`config.mk`:
```
export PLATFORM = sky130hd
export DESIGN_NAME = doodle_motion
export DESIGN_NICKNAME = d
export VERILOG_FILES = /design/src/rtl/doodle_pkg.sv /design/src/rtl/doodle_motion_frame_tick.sv /design/src/rtl/doodle_motion.sv
export SDC_FILE = /design/constraint.sdc
export NUM_CORES = 1
export LEC_CHECK = 0
export ABC_AREA = 0
export CAP_MARGIN = 20
export CORE_MARGIN = 2
export CORE_UTILIZATION = 25
export DETAILED_ROUTE_END_ITERATION = 8
export DONT_BUFFER_PORTS = 1
export GPL_TIMING_DRIVEN = 0
export PLACE_DENSITY = 0.4
export SYNTH_ARGS = -nofsm -noshare
export SYNTH_HDL_FRONTEND = slang
export SYNTH_SLANG_ARGS = --single-unit
```
`constraint.sdc`:
```
create_clock -name Clk -period 5 [get_ports Clk]
set_input_delay 0.25 -clock Clk [delete_from_list [all_inputs] [get_ports Clk]]
set_output_delay 0.25 -clock Clk [all_outputs]
set_load 0.05 [all_outputs]
```
`src/rtl/doodle_pkg.sv`:
```
// Shared screen geometry, keycodes and state encoding for the doodle logic.
package doodle_pkg;

    localparam int SCREEN_W = 640;
    localparam int SCREEN_H = 480;

    localparam logic [7:0] KEY_A     = 8'h04;
    localparam logic [7:0] KEY_D     = 8'h07;
    localparam logic [7:0] KEY_SPACE = 8'h2C;

    typedef enum logic [1:0] {
        IDLE = 2'd0,
        AIR  = 2'd1,
        DEAD = 2'd2
    } doodle_state_t;

endpackage

```
`src/rtl/doodle_motion_frame_tick.sv`:
```
// Brings the asynchronous frame pulse into the Clk domain and turns each
// rising edge into a single-cycle tick. Also intended for platform scrolling.
module frame_tick (
    input  logic Clk,
    input  logic frame_clk,
    output logic tick
);

    logic sync0;
    logic sync1;
    logic delay;

    // Two-flop synchroniser followed by one delay flop for edge detection.
    // Left unreset on purpose: a reset here would clear the delay flop and
    // fake a rising edge if frame_clk happened to be high on release.
    always_ff @(posedge Clk) begin
        sync0 <= frame_clk;
        sync1 <= sync0;
        delay <= sync1;
    end

    assign tick = sync1 & ~delay;

endmodule

```
`src/rtl/doodle_motion.sv`:
```
// Doodle sprite position and physics: keyboard-driven horizontal motion,
// gravity auto-bounce on the bottom platform, wrap, ceiling clamp, fall-off.
module doodle_motion
    import doodle_pkg::*;
#(
    parameter int START_X  = 272,
    parameter int SIZE_X   = 8,
    parameter int SIZE_Y   = 16,
    parameter int PLAT_XL  = 240,
    parameter int PLAT_XR  = 320,
    parameter int PLAT_Y   = 470,
    parameter int H_SPEED  = 3,
    parameter int JUMP_V   = 12,
    parameter int GRAVITY  = 1,
    parameter int MAX_FALL = 8
) (
    input  logic       Clk,
    input  logic       Reset,
    input  logic       frame_clk,
    input  logic [7:0] keycode,
    output logic [9:0] DoodleX,
    output logic [9:0] DoodleY,
    output logic [9:0] DoodleSizeX,
    output logic [9:0] DoodleSizeY,
    output logic       facing_left,
    output logic       game_over,
    output logic [1:0] state_o
);

    localparam logic signed [10:0] START_X_S  = 11'(START_X);
    localparam logic signed [10:0] SIZE_X_S   = 11'(SIZE_X);
    localparam logic signed [10:0] SIZE_Y_S   = 11'(SIZE_Y);
    localparam logic signed [10:0] PLAT_XL_S  = 11'(PLAT_XL);
    localparam logic signed [10:0] PLAT_XR_S  = 11'(PLAT_XR);
    localparam logic signed [10:0] PLAT_Y_S   = 11'(PLAT_Y);
    localparam logic signed [10:0] H_SPEED_S  = 11'(H_SPEED);
    localparam logic signed [10:0] JUMP_V_S   = 11'(JUMP_V);
    localparam logic signed [10:0] GRAVITY_S  = 11'(GRAVITY);
    localparam logic signed [10:0] MAX_FALL_S = 11'(MAX_FALL);
    localparam logic signed [10:0] SCR_W_S    = 11'(SCREEN_W);
    localparam logic signed [10:0] SCR_H_S    = 11'(SCREEN_H);
    localparam logic signed [10:0] REST_Y_S   = PLAT_Y_S - SIZE_Y_S;

    // Clamp downward speed so a long fall cannot tunnel through the platform.
    function automatic logic signed [10:0] sat_fall(input logic signed [10:0] v);
        return (v > MAX_FALL_S) ? MAX_FALL_S : v;
    endfunction

    // Fold a horizontally stepped X back into 0..SCREEN_W-1.
    function automatic logic signed [10:0] wrap_x(input logic signed [10:0] v);
        if (v < 11'sd0)
            return v + SCR_W_S;
        else if (v >= SCR_W_S)
            return v - SCR_W_S;
        else
            return v;
    endfunction

    logic tick;

    frame_tick u_frame_tick (
        .Clk       (Clk),
        .frame_clk (frame_clk),
        .tick      (tick)
    );

    doodle_state_t     state, state_n;
    logic signed [10:0] x, x_n;
    logic signed [10:0] y, y_n;
    logic signed [10:0] vy, vy_n;
    logic              facing, facing_n;

    logic signed [10:0] x_mv;
    logic              facing_mv;
    logic signed [10:0] vy_g;
    logic signed [10:0] y_g;
    logic              landing;

    // Per-frame physics: horizontal step, gravity, then landing / fall-off /
    // ceiling / free flight in that priority order.
    always_comb begin
        state_n   = state;
        x_n       = x;
        y_n       = y;
        vy_n      = vy;
        facing_n  = facing;

        x_mv      = x;
        facing_mv = facing;
        if (keycode == KEY_A) begin
            x_mv      = wrap_x(x - H_SPEED_S);
            facing_mv = 1'b1;
        end else if (keycode == KEY_D) begin
            x_mv      = wrap_x(x + H_SPEED_S);
            facing_mv = 1'b0;
        end

        vy_g = sat_fall(vy + GRAVITY_S);
        y_g  = y + vy_g;

        // Overlap uses the pre-step X so landing matches what was on screen.
        landing = (vy_g > 11'sd0) &&
                  (y + SIZE_Y_S <= PLAT_Y_S) &&
                  (y_g + SIZE_Y_S >= PLAT_Y_S) &&
                  (x + SIZE_X_S > PLAT_XL_S) &&
                  (x < PLAT_XR_S);

        unique case (state)
            IDLE: begin
                x_n      = x_mv;
                facing_n = facing_mv;
                if (keycode == KEY_SPACE) begin
                    state_n = AIR;
                    vy_n    = -JUMP_V_S;
                    y_n     = y - JUMP_V_S;
                end
            end
            AIR: begin
                if (landing) begin
                    x_n      = x_mv;
                    facing_n = facing_mv;
                    y_n      = REST_Y_S;
                    vy_n     = -JUMP_V_S;
                end else if (y_g >= SCR_H_S) begin
                    state_n = DEAD;
                end else if (y_g < 11'sd0) begin
                    x_n      = x_mv;
                    facing_n = facing_mv;
                    y_n      = 11'sd0;
                    vy_n     = 11'sd0;
                end else begin
                    x_n      = x_mv;
                    facing_n = facing_mv;
                    y_n      = y_g;
                    vy_n     = vy_g;
                end
            end
            default: begin
                state_n = state;
            end
        endcase
    end

    // State registers: Reset wins over a coincident tick; otherwise commit
    // the frame update only on the tick cycle.
    always_ff @(posedge Clk) begin
        if (Reset) begin
            state  <= IDLE;
            x      <= START_X_S;
            y      <= REST_Y_S;
            vy     <= 11'sd0;
            facing <= 1'b0;
        end else if (tick) begin
            state  <= state_n;
            x      <= x_n;
            y      <= y_n;
            vy     <= vy_n;
            facing <= facing_n;
        end
    end

    assign DoodleX     = x[9:0];
    assign DoodleY     = y[9:0];
    assign DoodleSizeX = 10'(SIZE_X);
    assign DoodleSizeY = 10'(SIZE_Y);
    assign facing_left = facing;
    assign game_over   = (state == DEAD);
    assign state_o     = state;

endmodule

```
==> metrics.md <==
| Metric | Value |
|---|---|
| Status | `complete, but fails checks` |
| Failing checks | `setup timing` |
| Clock Power Share | `50.2%` |
| Tmin final | `5030 ps` |
| Crit-path max FO | `5` |
| Die area | `18,700 µm²` |
| R2R cell count | `23` |
| Switching Fraction | `26.0%` |
| Syn-to-layout area delta | `34.4%` |
| Clock Skews | `7.39 ps` |
| Count of TritonRoute iterations in the first routing pass | `4` |
| Sequential share of power | `39.7%` |
| Worst EP required | `5180 ps` |
| Leak | `2.37 nW` |
| Max-slew headroom | `13.9%` |
| Routed via count | `4,488` |
| First-pass GRT wire length | `22.9 mm` |
| Ys async rst share | `0%` |
| Syn Area/Cell | `7.39 µm²` |
| Worst VDD drop | `0.135 mV` |
| Port Buffers | `0` |
| Syn Std Cell Area | `4400 µm²` |
| Final period util | `101%` |
| Cell Int Power | `0.583 mW` |
| Cell count after synthesis | `596` |
| CTS tree | `built` |
| Final setup fails | `1` |
| GRT Overall Usage | `15.8%` |
| Endpoint type of the worst setup path | `flop` |
| Cell Count Post-Placement | `839` |
| Die width | `137 µm` |
| Seq cells post-synth | `39` |
| Slew @ Worst Pin | `1280 ps` |
| H-tree depth | `2` |
| Max cap viols | `0` |
| Routability cong. | `0.796` |
| Clock sinks | `39` |
| Starting Density | `25.5%` |
| Yosys cell types | `80` |
| Initial drt markers | `258` |
| Prevailing post-synth register cell | `dfxtp_1` |
| Psw | `0.204 mW` |
| Routed wire length | `14.6 mm` |
| Count of final hold-check violations | `0` |
| Worst-path clk slew | `60 ps` |
| Layout cells sized above 1 | `29.4%` |
| Pin count of the biggest net entering global routing | `13` |
| PwrDens | `133 nW/µm²` |
| Std cell rows | `48` |
| HP Class | `primary input to flop` |
| Gr ovfl total | `0` |
| RSZ-0062 raised after global routing | `yes` |
| YS warnings | `0` |
| Vias in the first global route | `4,297` |
| Post-synth EDFFs | `0` |
| Worst skew pair latency | `300 ps` |
| WS Path Type | `flop to flop` |
| Routed wire length per instance | `16.3 µm` |
| Hold-critical path depth | `2` |
| Max Clk Rate | `0.199 GHz` |
| Total power | `0.787 mW` |
| Detailed Place HPWL | `10.9 mm` |
| Clock Tree Root | `clkbuf_16` |
| Arr. time, crit path | `5220 ps` |
| Setup ws final | `-32.7 ps` |
| Comb power frac | `10.1%` |
| Num CTS Buffers | `5` |
| Number of non-filler instances in the completed layout | `895` |
| Vias per cell | `5.01` |
| Die Y | `137 µm` |
| Nets | `711` |
| Boundary pin count | `55` |
| Maximum clock path buffer count | `2` |
| Fraction of the yosys area taken by sequential cells | `17.7%` |
| DRC | `0` |
| Area of the core | `17,200 µm²` |
| Antenna-violating nets left | `0` |
| Startpoint types | `flop` |
| Max-slew violation count | `0` |
| Initial antenna violation count | `1` |
timing repair:
action	CTS	global route
gates cloned	0	1
hold buffers	1	0
pin swaps	32	29
setup buffers	39	10
hold endpoints to repair	1	0
endpoints found under the setup margin	36	35
gates resized for setup	69	38
cell type report:
class,instances,area [µm²]
multi-input cells,471,3630
repair buffers,51,465
plain buffers,66,439
clock buffers,6,139
diodes,1,2.50
clock inverters,2,35.0
inverters,34,130
flip-flops and latches,39,790
well taps,225,282
fillers,1862,11300
state kept, by name, indices dropped and copies added, names as in the netlist:
| register | cells |
|---|---|
| vy | 11 |
| x | 11 |
| y | 11 |
| state_o | 2 |
| facing_left | 1 |
| u_frame_tick.delay | 1 |
| u_frame_tick.sync0 | 1 |
| u_frame_tick.sync1 | 1 |
power groups by stage:
stage | logic (mW) | clock network (mW) | registers (mW)
global route | 0.0839 | 0.424 | 0.312
floorplan | 0.0620 | 0 | 0.320
CTS | 0.0772 | 0.410 | 0.312
global placement | 0.0705 | 0 | 0.320
finish | 0.0799 | 0.395 | 0.312
detailed placement | 0.0705 | 0 | 0.320
cell usage after synthesis (9+ instances only):
| master | n | area [µm²] |
|---|---|---|
| xor2_1 | 14 | 123 |
| nand2_1 | 46 | 173 |
| dfxtp_1 | 39 | 781 |
| nand3_1 | 10 | 50.1 |
| inv_1 | 34 | 128 |
| nor2_1 | 58 | 218 |
| a21oi_1 | 40 | 200 |
| nor3_1 | 26 | 130 |
| o21ai_0 | 28 | 140 |
| a211oi_1 | 9 | 67.6 |
| or3_1 | 15 | 93.8 |
| o211ai_1 | 13 | 97.6 |
| xnor2_1 | 26 | 228 |
| clkbuf_1 | 17 | 63.8 |
| buf_4 | 42 | 315 |
| ha_1 | 31 | 388 |
cells in the final DEF (no fill, tap or decap), drive strengths merged, types with 4 or more instances in the layout:
cell type | netlist | layout
buf | 53 | 101
nor2 | 59 | 59
nand2 | 46 | 46
a21oi | 40 | 40
dfxtp | 39 | 39
inv | 34 | 34
o21ai | 31 | 31
ha | 31 | 31
nor3 | 27 | 27
xnor2 | 26 | 26
clkbuf | 17 | 21
conb | 2 | 20
or3 | 16 | 16
xor2 | 14 | 14
o211ai | 13 | 13
nand3 | 11 | 11
a211oi | 10 | 10
nand2b | 8 | 8
a31oi | 7 | 7
nand4 | 6 | 6
o22ai | 6 | 6
nor4 | 6 | 6
and3 | 6 | 6
mux2i | 5 | 5
a41oi | 5 | 5
or2 | 4 | 4
nand3b | 4 | 4
o211a | 4 | 4
o32ai | 4 | 4
o2111ai | 4 | 4
kinds of logic after synthesis:
kind of cell | share of synthesized area, %
flip-flops | 17.7
AND/OR/NAND/NOR | 24.2
XOR/XNOR | 7.96
other | 0.171
multiplexers | 1.14
buffers and inverters | 13.0
adder cells (fa/ha/maj) | 9.27
AO/OA/AOI/OAI | 26.6
final timing paths:
kind | to | start | slack [ps]
hold reg to reg | u_frame_tick.sync1$_DFF_P_ | u_frame_tick.sync0$_DFF_P_ | 320
hold / removal | facing_left$_SDFFE_PP0P_ | keycode[1] | 140
setup / recovery | x[4]$_SDFFE_PP1P_ | vy[0]$_SDFFE_PP0P_ | -30
setup reg to reg | x[4]$_SDFFE_PP1P_ | vy[0]$_SDFFE_PP0P_ | -30
through the flow:
| step | hold slack [ps] | setup slack, ps | TNS (ps) | instance area [µm²] | util [%] |
|---|---|---|---|---|---|
| after floorplan | 278 | 11.7 | 0 | 4520 | - |
| final | 139 | -32.7 | -32.7 | 5920 | 34.3 |
| after detailed placement | 278 | -843 | -25570 | 4800 | 27.9 |
| after CTS | 127 | -40.7 | -48.6 | 5670 | 32.9 |
| after global placement | 278 | -840 | -24610 | 4800 | 27.9 |
| after global routing | 143 | -212 | -4020 | 5910 | 34.3 |
routing by layer:
layer | vias up | part of all wire, % | global-route usage (%) | wire length (µm)
li1 | 2247 | - | - | -
met1 | 2153 | 46 | 19.9 | 6760
met2 | 77 | 49 | 27.4 | 7150
met3 | 11 | 3.7 | 3.26 | 538
met4 | 0 | 1.2 | 3.70 | 172
met5 | - | 0 | 0 | 0
worst max-delay path, stage by stage, from the launching register on:
cell and delay [ps]:
dfxtp_4 370, buf_6 130, buf_6 110, a32oi_2 190, nor2_1 50, a211o_1 300
a41oi_4 290, buf_12 160, nor2_4 50, ha_4 160, fa_2 370, a211oi_4 400
nor3_2 100, nand2b_4 170, inv_4 60, ha_4 130, or3b_4 120, nor4_2 30
or3_1 370, a31o_4 270, o21a_4 220, o311a_4 390, and3_4 180, or3_1 290
Power figures use the tool's default switching activity.
